==> src/rtl/psx_ppb_scheduler_pkg.sv <==
// Shared definitions for the PPB round-robin scheduler: FSM state encoding,
// port/index/address geometry and a saturating counter helper.
package psx_ppb_scheduler_pkg;

    localparam int NUM_PORTS = 4;
    localparam int PORT_W    = 2;
    localparam int IDX_W     = 5;
    localparam int ADDR_W    = 7;

    typedef enum logic [2:0] {
        S_IDLE        = 3'd0,
        S_READ_CMD    = 3'd1,
        S_FETCH       = 3'd2,
        S_LOAD        = 3'd3,
        S_WRITE_REPLY = 3'd4
    } state_e;

    // Increment an 8-bit event counter, sticking at all-ones.
    function automatic logic [7:0] sat_inc8(input logic [7:0] v);
        return (v == 8'hFF) ? v : (v + 8'd1);
    endfunction

endpackage

==> src/rtl/psx_rr_picker4.sv <==
// Four-way round-robin picker: rotates the request vector so the port after
// `last` sits at bit 0, priority-encodes it, then rotates the index back.
// `last` itself is only reached after the other three, so it wins only when
// it is the sole requester.
module psx_rr_picker4
    import psx_ppb_scheduler_pkg::*;
(
    input  logic [NUM_PORTS-1:0] req,
    input  logic [PORT_W-1:0]    last,
    output logic [PORT_W-1:0]    grant,
    output logic                 valid
);

    logic [2*NUM_PORTS-1:0] dbl_s;
    logic [2:0]             shamt_s;
    logic [NUM_PORTS-1:0]   rot_s;
    logic [PORT_W-1:0]      off_s;

    // Rotate-and-priority-encode; purely combinational.
    always_comb begin
        dbl_s   = {req, req};
        shamt_s = {1'b0, last} + 3'd1;
        rot_s   = 4'(dbl_s >> shamt_s);
        casez (rot_s)
            4'b???1: off_s = 2'd0;
            4'b??10: off_s = 2'd1;
            4'b?100: off_s = 2'd2;
            4'b1000: off_s = 2'd3;
            default: off_s = 2'd0;
        endcase
        grant = last + 2'd1 + off_s;
        valid = |req;
    end

endmodule

==> src/rtl/psx_ppb_scheduler.sv <==
// Round-robin scheduler for the shared Parallel Playstation Bus. Serves one
// pending command byte at a time: read command, fetch reply from state RAM at
// {port, index}, write reply with a one-cycle ack. Each bus wait is bounded
// by a timeout that abandons the transaction and counts the event.
module psx_ppb_scheduler
    import psx_ppb_scheduler_pkg::*;
#(
    parameter int CLOCK_MHZ  = 25,
    parameter int TIMEOUT_US = 100
) (
    input  logic        clk,
    input  logic        reset,
    input  logic [3:0]  ppb_irq_flags,
    input  logic [3:0]  port_enable,
    input  logic        ppb_done,
    input  logic [7:0]  ppb_command,
    input  logic [4:0]  ppb_index,
    output logic [1:0]  ppb_port,
    output logic        ppb_read,
    output logic        ppb_write,
    output logic        ppb_ack,
    output logic [7:0]  ppb_reply,
    output logic [6:0]  ram_addr,
    input  logic [7:0]  ram_data,
    output logic [7:0]  last_command,
    output logic        busy,
    output logic [7:0]  timeout_count
);

    localparam int TIMEOUT_CYCLES = CLOCK_MHZ * TIMEOUT_US;
    localparam int TMR_W          = (TIMEOUT_CYCLES > 1) ? $clog2(TIMEOUT_CYCLES) : 1;
    localparam logic [TMR_W-1:0] TMR_LIMIT = TMR_W'(TIMEOUT_CYCLES - 1);
    localparam logic [TMR_W-1:0] TMR_ONE   = TMR_W'(1);

    state_e                state_q, state_d;
    logic [PORT_W-1:0]     last_port_q, last_port_d;
    logic [TMR_W-1:0]      timer_q, timer_d;
    logic [PORT_W-1:0]     ppb_port_q, ppb_port_d;
    logic                  ppb_read_q, ppb_read_d;
    logic                  ppb_write_q, ppb_write_d;
    logic                  ppb_ack_q, ppb_ack_d;
    logic [7:0]            ppb_reply_q, ppb_reply_d;
    logic [ADDR_W-1:0]     ram_addr_q, ram_addr_d;
    logic [7:0]            last_command_q, last_command_d;
    logic                  busy_q, busy_d;
    logic [7:0]            timeout_count_q, timeout_count_d;

    logic [NUM_PORTS-1:0]  req_s;
    logic [PORT_W-1:0]     grant_s;
    logic                  grant_valid_s;

    assign req_s = ppb_irq_flags & port_enable;

    psx_rr_picker4 u_picker (
        .req   (req_s),
        .last  (last_port_q),
        .grant (grant_s),
        .valid (grant_valid_s)
    );

    // Next-state and output-register logic for the transaction sequencer.
    always_comb begin
        state_d         = state_q;
        last_port_d     = last_port_q;
        timer_d         = '0;
        ppb_port_d      = ppb_port_q;
        ppb_read_d      = ppb_read_q;
        ppb_write_d     = ppb_write_q;
        ppb_ack_d       = ppb_ack_q;
        ppb_reply_d     = ppb_reply_q;
        ram_addr_d      = ram_addr_q;
        last_command_d  = last_command_q;
        timeout_count_d = timeout_count_q;

        case (state_q)
            S_IDLE: begin
                ppb_read_d  = 1'b0;
                ppb_write_d = 1'b0;
                ppb_ack_d   = 1'b0;
                if (grant_valid_s) begin
                    ppb_port_d = grant_s;
                    ppb_read_d = 1'b1;
                    state_d    = S_READ_CMD;
                end else begin
                    state_d = S_IDLE;
                end
            end
            S_READ_CMD: begin
                if (ppb_done) begin
                    ppb_read_d     = 1'b0;
                    last_command_d = ppb_command;
                    ram_addr_d     = {ppb_port_q, ppb_index};
                    state_d        = S_FETCH;
                end else if (timer_q == TMR_LIMIT) begin
                    ppb_read_d      = 1'b0;
                    ppb_write_d     = 1'b0;
                    ppb_ack_d       = 1'b0;
                    timeout_count_d = sat_inc8(timeout_count_q);
                    last_port_d     = ppb_port_q;
                    state_d         = S_IDLE;
                end else begin
                    timer_d = timer_q + TMR_ONE;
                end
            end
            S_FETCH: begin
                // RAM address was registered last cycle; data lands next edge.
                state_d = S_LOAD;
            end
            S_LOAD: begin
                ppb_reply_d = ram_data;
                ppb_write_d = 1'b1;
                ppb_ack_d   = 1'b1;
                state_d     = S_WRITE_REPLY;
            end
            S_WRITE_REPLY: begin
                ppb_ack_d = 1'b0;
                if (ppb_done) begin
                    ppb_write_d = 1'b0;
                    last_port_d = ppb_port_q;
                    state_d     = S_IDLE;
                end else if (timer_q == TMR_LIMIT) begin
                    ppb_read_d      = 1'b0;
                    ppb_write_d     = 1'b0;
                    timeout_count_d = sat_inc8(timeout_count_q);
                    last_port_d     = ppb_port_q;
                    state_d         = S_IDLE;
                end else begin
                    timer_d = timer_q + TMR_ONE;
                end
            end
            default: begin
                ppb_read_d  = 1'b0;
                ppb_write_d = 1'b0;
                ppb_ack_d   = 1'b0;
                state_d     = S_IDLE;
            end
        endcase

        busy_d = (state_d != S_IDLE);
    end

    // State and output registers; reset returns everything to idle with port 0 first.
    always_ff @(posedge clk or negedge reset) begin
        if (!reset) begin
            state_q         <= S_IDLE;
            last_port_q     <= 2'd3;
            timer_q         <= '0;
            ppb_port_q      <= 2'd0;
            ppb_read_q      <= 1'b0;
            ppb_write_q     <= 1'b0;
            ppb_ack_q       <= 1'b0;
            ppb_reply_q     <= 8'h00;
            ram_addr_q      <= 7'h00;
            last_command_q  <= 8'h00;
            busy_q          <= 1'b0;
            timeout_count_q <= 8'h00;
        end else begin
            state_q         <= state_d;
            last_port_q     <= last_port_d;
            timer_q         <= timer_d;
            ppb_port_q      <= ppb_port_d;
            ppb_read_q      <= ppb_read_d;
            ppb_write_q     <= ppb_write_d;
            ppb_ack_q       <= ppb_ack_d;
            ppb_reply_q     <= ppb_reply_d;
            ram_addr_q      <= ram_addr_d;
            last_command_q  <= last_command_d;
            busy_q          <= busy_d;
            timeout_count_q <= timeout_count_d;
        end
    end

    assign ppb_port      = ppb_port_q;
    assign ppb_read      = ppb_read_q;
    assign ppb_write     = ppb_write_q;
    assign ppb_ack       = ppb_ack_q;
    assign ppb_reply     = ppb_reply_q;
    assign ram_addr      = ram_addr_q;
    assign last_command  = last_command_q;
    assign busy          = busy_q;
    assign timeout_count = timeout_count_q;

endmodule

==> config.mk <==
export PLATFORM = sky130hd
export DESIGN_NAME = psx_ppb_scheduler
export DESIGN_NICKNAME = d
export VERILOG_FILES = /design/src/rtl/psx_ppb_scheduler_pkg.sv /design/src/rtl/psx_rr_picker4.sv /design/src/rtl/psx_ppb_scheduler.sv
export SDC_FILE = /design/constraint.sdc
export NUM_CORES = 1
export LEC_CHECK = 0
export CAP_MARGIN = 25
export CORE_ASPECT_RATIO = 0.7
export CORE_MARGIN = 2
export CORE_UTILIZATION = 50
export DETAILED_ROUTE_END_ITERATION = 10
export GPL_TIMING_DRIVEN = 0
export PLACE_DENSITY = 0.83
export SYNTH_ARGS = -nofsm -noshare
export SYNTH_HDL_FRONTEND = slang
export SYNTH_SLANG_ARGS = --single-unit
export TNS_END_PERCENT = 10
==> constraint.sdc <==
create_clock -name clk -period 5.7 [get_ports clk]
set_input_delay 1.425 -clock clk [delete_from_list [all_inputs] [get_ports clk]]
set_output_delay 1.425 -clock clk [all_outputs]
set_load 0.1 [all_outputs]
==> impl_metrics.yaml <==
setup_path:
  slowest_delay_ps: 810
  cp_data_arrival_time_ps: 3640
  crit_slowest_cell: "nor3_1"
  end_kind: "flop"
  crit_family: "buffers and inverters"
  critPathBufInv: 3
  worstSetupStartpointType: "primary input"
  path_max_fanout: 10
  critical_path_class: "in2reg"
  critPathRequiredTime_ps: 5900
  timing.critical_path.cells: "clkdlybuf4s50_1 > inv_1 > nor3_1 > buf_2 > mux2_2"
yosys:
  synth_nets: 256
  ys_warn_count: 0
  synth.area.top_cells: "dfrtp_1 52%, mux2_2 9.8%, xnor2_1 3.1%"
  yosysTopAreaCellShare_pct: 51.61
  ys_ff_latch: 54
  syn_avg_cell_area_um2: 11.41
  netlist_area_mm2: 0.002521
  ys_seq_area_share_pct: 53.70
  yosysUniqueCellTypes: 46
  synth.largest_area_cell: "dfrtp_1"
  synthesis.instances: 221
place:
  preCtsSetupSlack_ps: 1929
  gp_congestion: 0.7957
  io_buffer_count: 68
  place_hpwl_um: 3927
  post_dp_cell_area_mm2: 0.003303
sta:
  finClkSkew_ps: 6.895
  drv_slew: 0
  fin_setup_tns_ps: 0
  setup_slack_ps: 2254
  rsz0062_at_grt: "false"
  slew_headroom_pct: 33.03
  finalHoldViolCount: 0
  setup_viol: 0
  finalCriticalPeriod_ps: 3446
  max_freq_ghz: 0.2902
  tightest_slew_ps: 996.9
  fin_crit_sh_pct: 60.45
clock_tree:
  clockBufferDepth: 2
  numCtsBuffers: 5
  h-tree-depth: 2
  cts_num_sinks: 54
  path_clk_slew_ps: 90
  cts_resized: 0
  clock_latency_ps: 300
  cts_hold_buffers: 0
  postCtsSetupRepairBufs: 0
  clockRootBuffer: "clkbuf_8"
  cts_tree: "built"
floorplanning:
  die_x_um: 88.87
  num_rows: 21
  pin_count: 69
  die-area_mm2: 0.005635
  die_h_um: 63.41
  core_area_mm2: 0.004808
  start_util_pct: 52.43
final_layout:
  layout.nets: 332
  stdcell_area_mm2: 0.003413
  drive_gt1_share_pct: 15.10
  area_delta_synth_final_pct: 35.38
  antennaDiodeCount: 0
detailed_routing:
  finalWirelength_um: 5079
  ant_nets: 0
  via_count: 1897
  post-route-drc-count: 0
  first_pass_iters: 4
  drtIter0Drc: 79
  routedWlPerCell_um: 13.84
  vias_per_cell: 5.169
global_route:
  grt_use_total_pct: 19.60
  grt_pass1_vias: 1842
  antenna_found_initial: 0
  grt-ovfl-total: 0
  grt_max_degree: 35
  grt_pass1_wl_um: 8707
run:
  drv_cap: 0
min_path:
  worstHoldPathType: "reg2reg"
outcome:
  outcome: "complete, no violations"
==> routing by layer <==
layer | track usage (%) | share of wire [%]
met1 | 29.57 | 48
met2 | 28.92 | 45
met3 | 6.029 | 6.8
met4 | 1.894 | 0.32
met5 | 0 | 0
==> synthesized netlist by cell type, drive strengths merged <==
library cell,number
a211oi,1
xor2,9
a211o,1
nand4,3
xnor2,9
or4b,1
and2,4
nand3,11
nand4b,1
o21a,1
a2111oi,2
o21ai,8
a21boi,1
inv,5
nand2b,6
a311o,1
nor2,21
nor4,2
a21bo,1
or3,1
mux2,26
clkbuf,5
dfrtp,52
o311ai,1
nor2b,2
or3b,1
o211ai,2
o22ai,1
nand3b,1
o31a,1
a21oi,5
and4,1
nor3,6
buf,2
nand2,19
dfstp,2
o2111a,2
ha,3
==> layout by cell type (no fill, tap or decap), types with 4 or more instances in the layout <==
cell type / instances
a21oi_1: 5
o21ai_0: 7
inv_1: 5
nand3_1: 10
nand2_1: 19
mux2_2: 22
xnor2_1: 9
clkbuf_1: 6
clkbuf_8: 5
xor2_1: 9
dfrtp_1: 52
nand2b_1: 5
nor2_1: 20
nor3_1: 6
and2_1: 4
clkdlybuf4s50_1: 67
==> flip-flops by register name (all words and copies together), names as in the netlist <==
signal,cells
timer_q,12
last_command,8
ppb_reply,8
timeout_count,8
ram_addr,7
state_q,3
last_port_q,2
ppb_port,2
busy,1
ppb_ack,1
ppb_read,1
ppb_write,1
==> through the flow <==
stage | cells | hold WS [ps] | utilization [%]
after floorplan | 221 | 454.6 | -
after global placement | 358 | 466.7 | 68.38
after detailed placement | 359 | 479.0 | 68.70
after CTS | 367 | 496.5 | 70.99
after global routing | 367 | 515.7 | 70.99
final | 367 | 494.6 | 70.99
==> worst paths after layout <==
| check | from | to | slack (ps) | cells after the start |
|---|---|---|---|---|
| worst max-delay path | ppb_done | last_command[6]$_DFFE_PN0P_ | 2250 | 5 |
| worst min-delay path | timer_q[0]$_DFF_PN0_ | timer_q[0]$_DFF_PN0_ | 490 | 1 |
| worst max register to register | state_q[2]$_DFF_PN0_ | last_command[6]$_DFFE_PN0P_ | 3250 | 5 |
| worst min register to register | timer_q[0]$_DFF_PN0_ | timer_q[0]$_DFF_PN0_ | 490 | 1 |
| max in group asynchronous | reset | timer_q[9]$_DFF_PN0_ | 4070 | 2 |
| min in group asynchronous | reset | timeout_count[1]$_DFFE_PN0P_ | 1080 | 1 |
==> worst reg2reg max path: stages (launching register included) <==
cell	delay (ps)
dfrtp_1	370
clkbuf_1	200
nand2b_1	220
nor3_1	780
buf_2	400
mux2_2	370
==> cell type report <==
type | count | area (um2)
flip-flops and latches | 54 | 1354
repair buffers | 69 | 695.7
clock inverters | 2 | 37.54
fillers | 368 | 1395
well taps | 69 | 86.33
plain buffers | 7 | 27.53
inverters | 5 | 18.77
multi-input cells | 155 | 1121
clock buffers | 6 | 72.57
==> kinds of logic after synthesis <==
kind of cell    share of synthesized area, %
simple gates                           17.07
flops                                  53.70
compound gates                         7.742
mux                                    11.91
xor+xnor                               6.253
buf+inv                                1.836
fa+ha+maj                              1.489
Power is not shown: default switching activity piles up to over one toggle a cycle in this logic, so the estimate is an artifact.
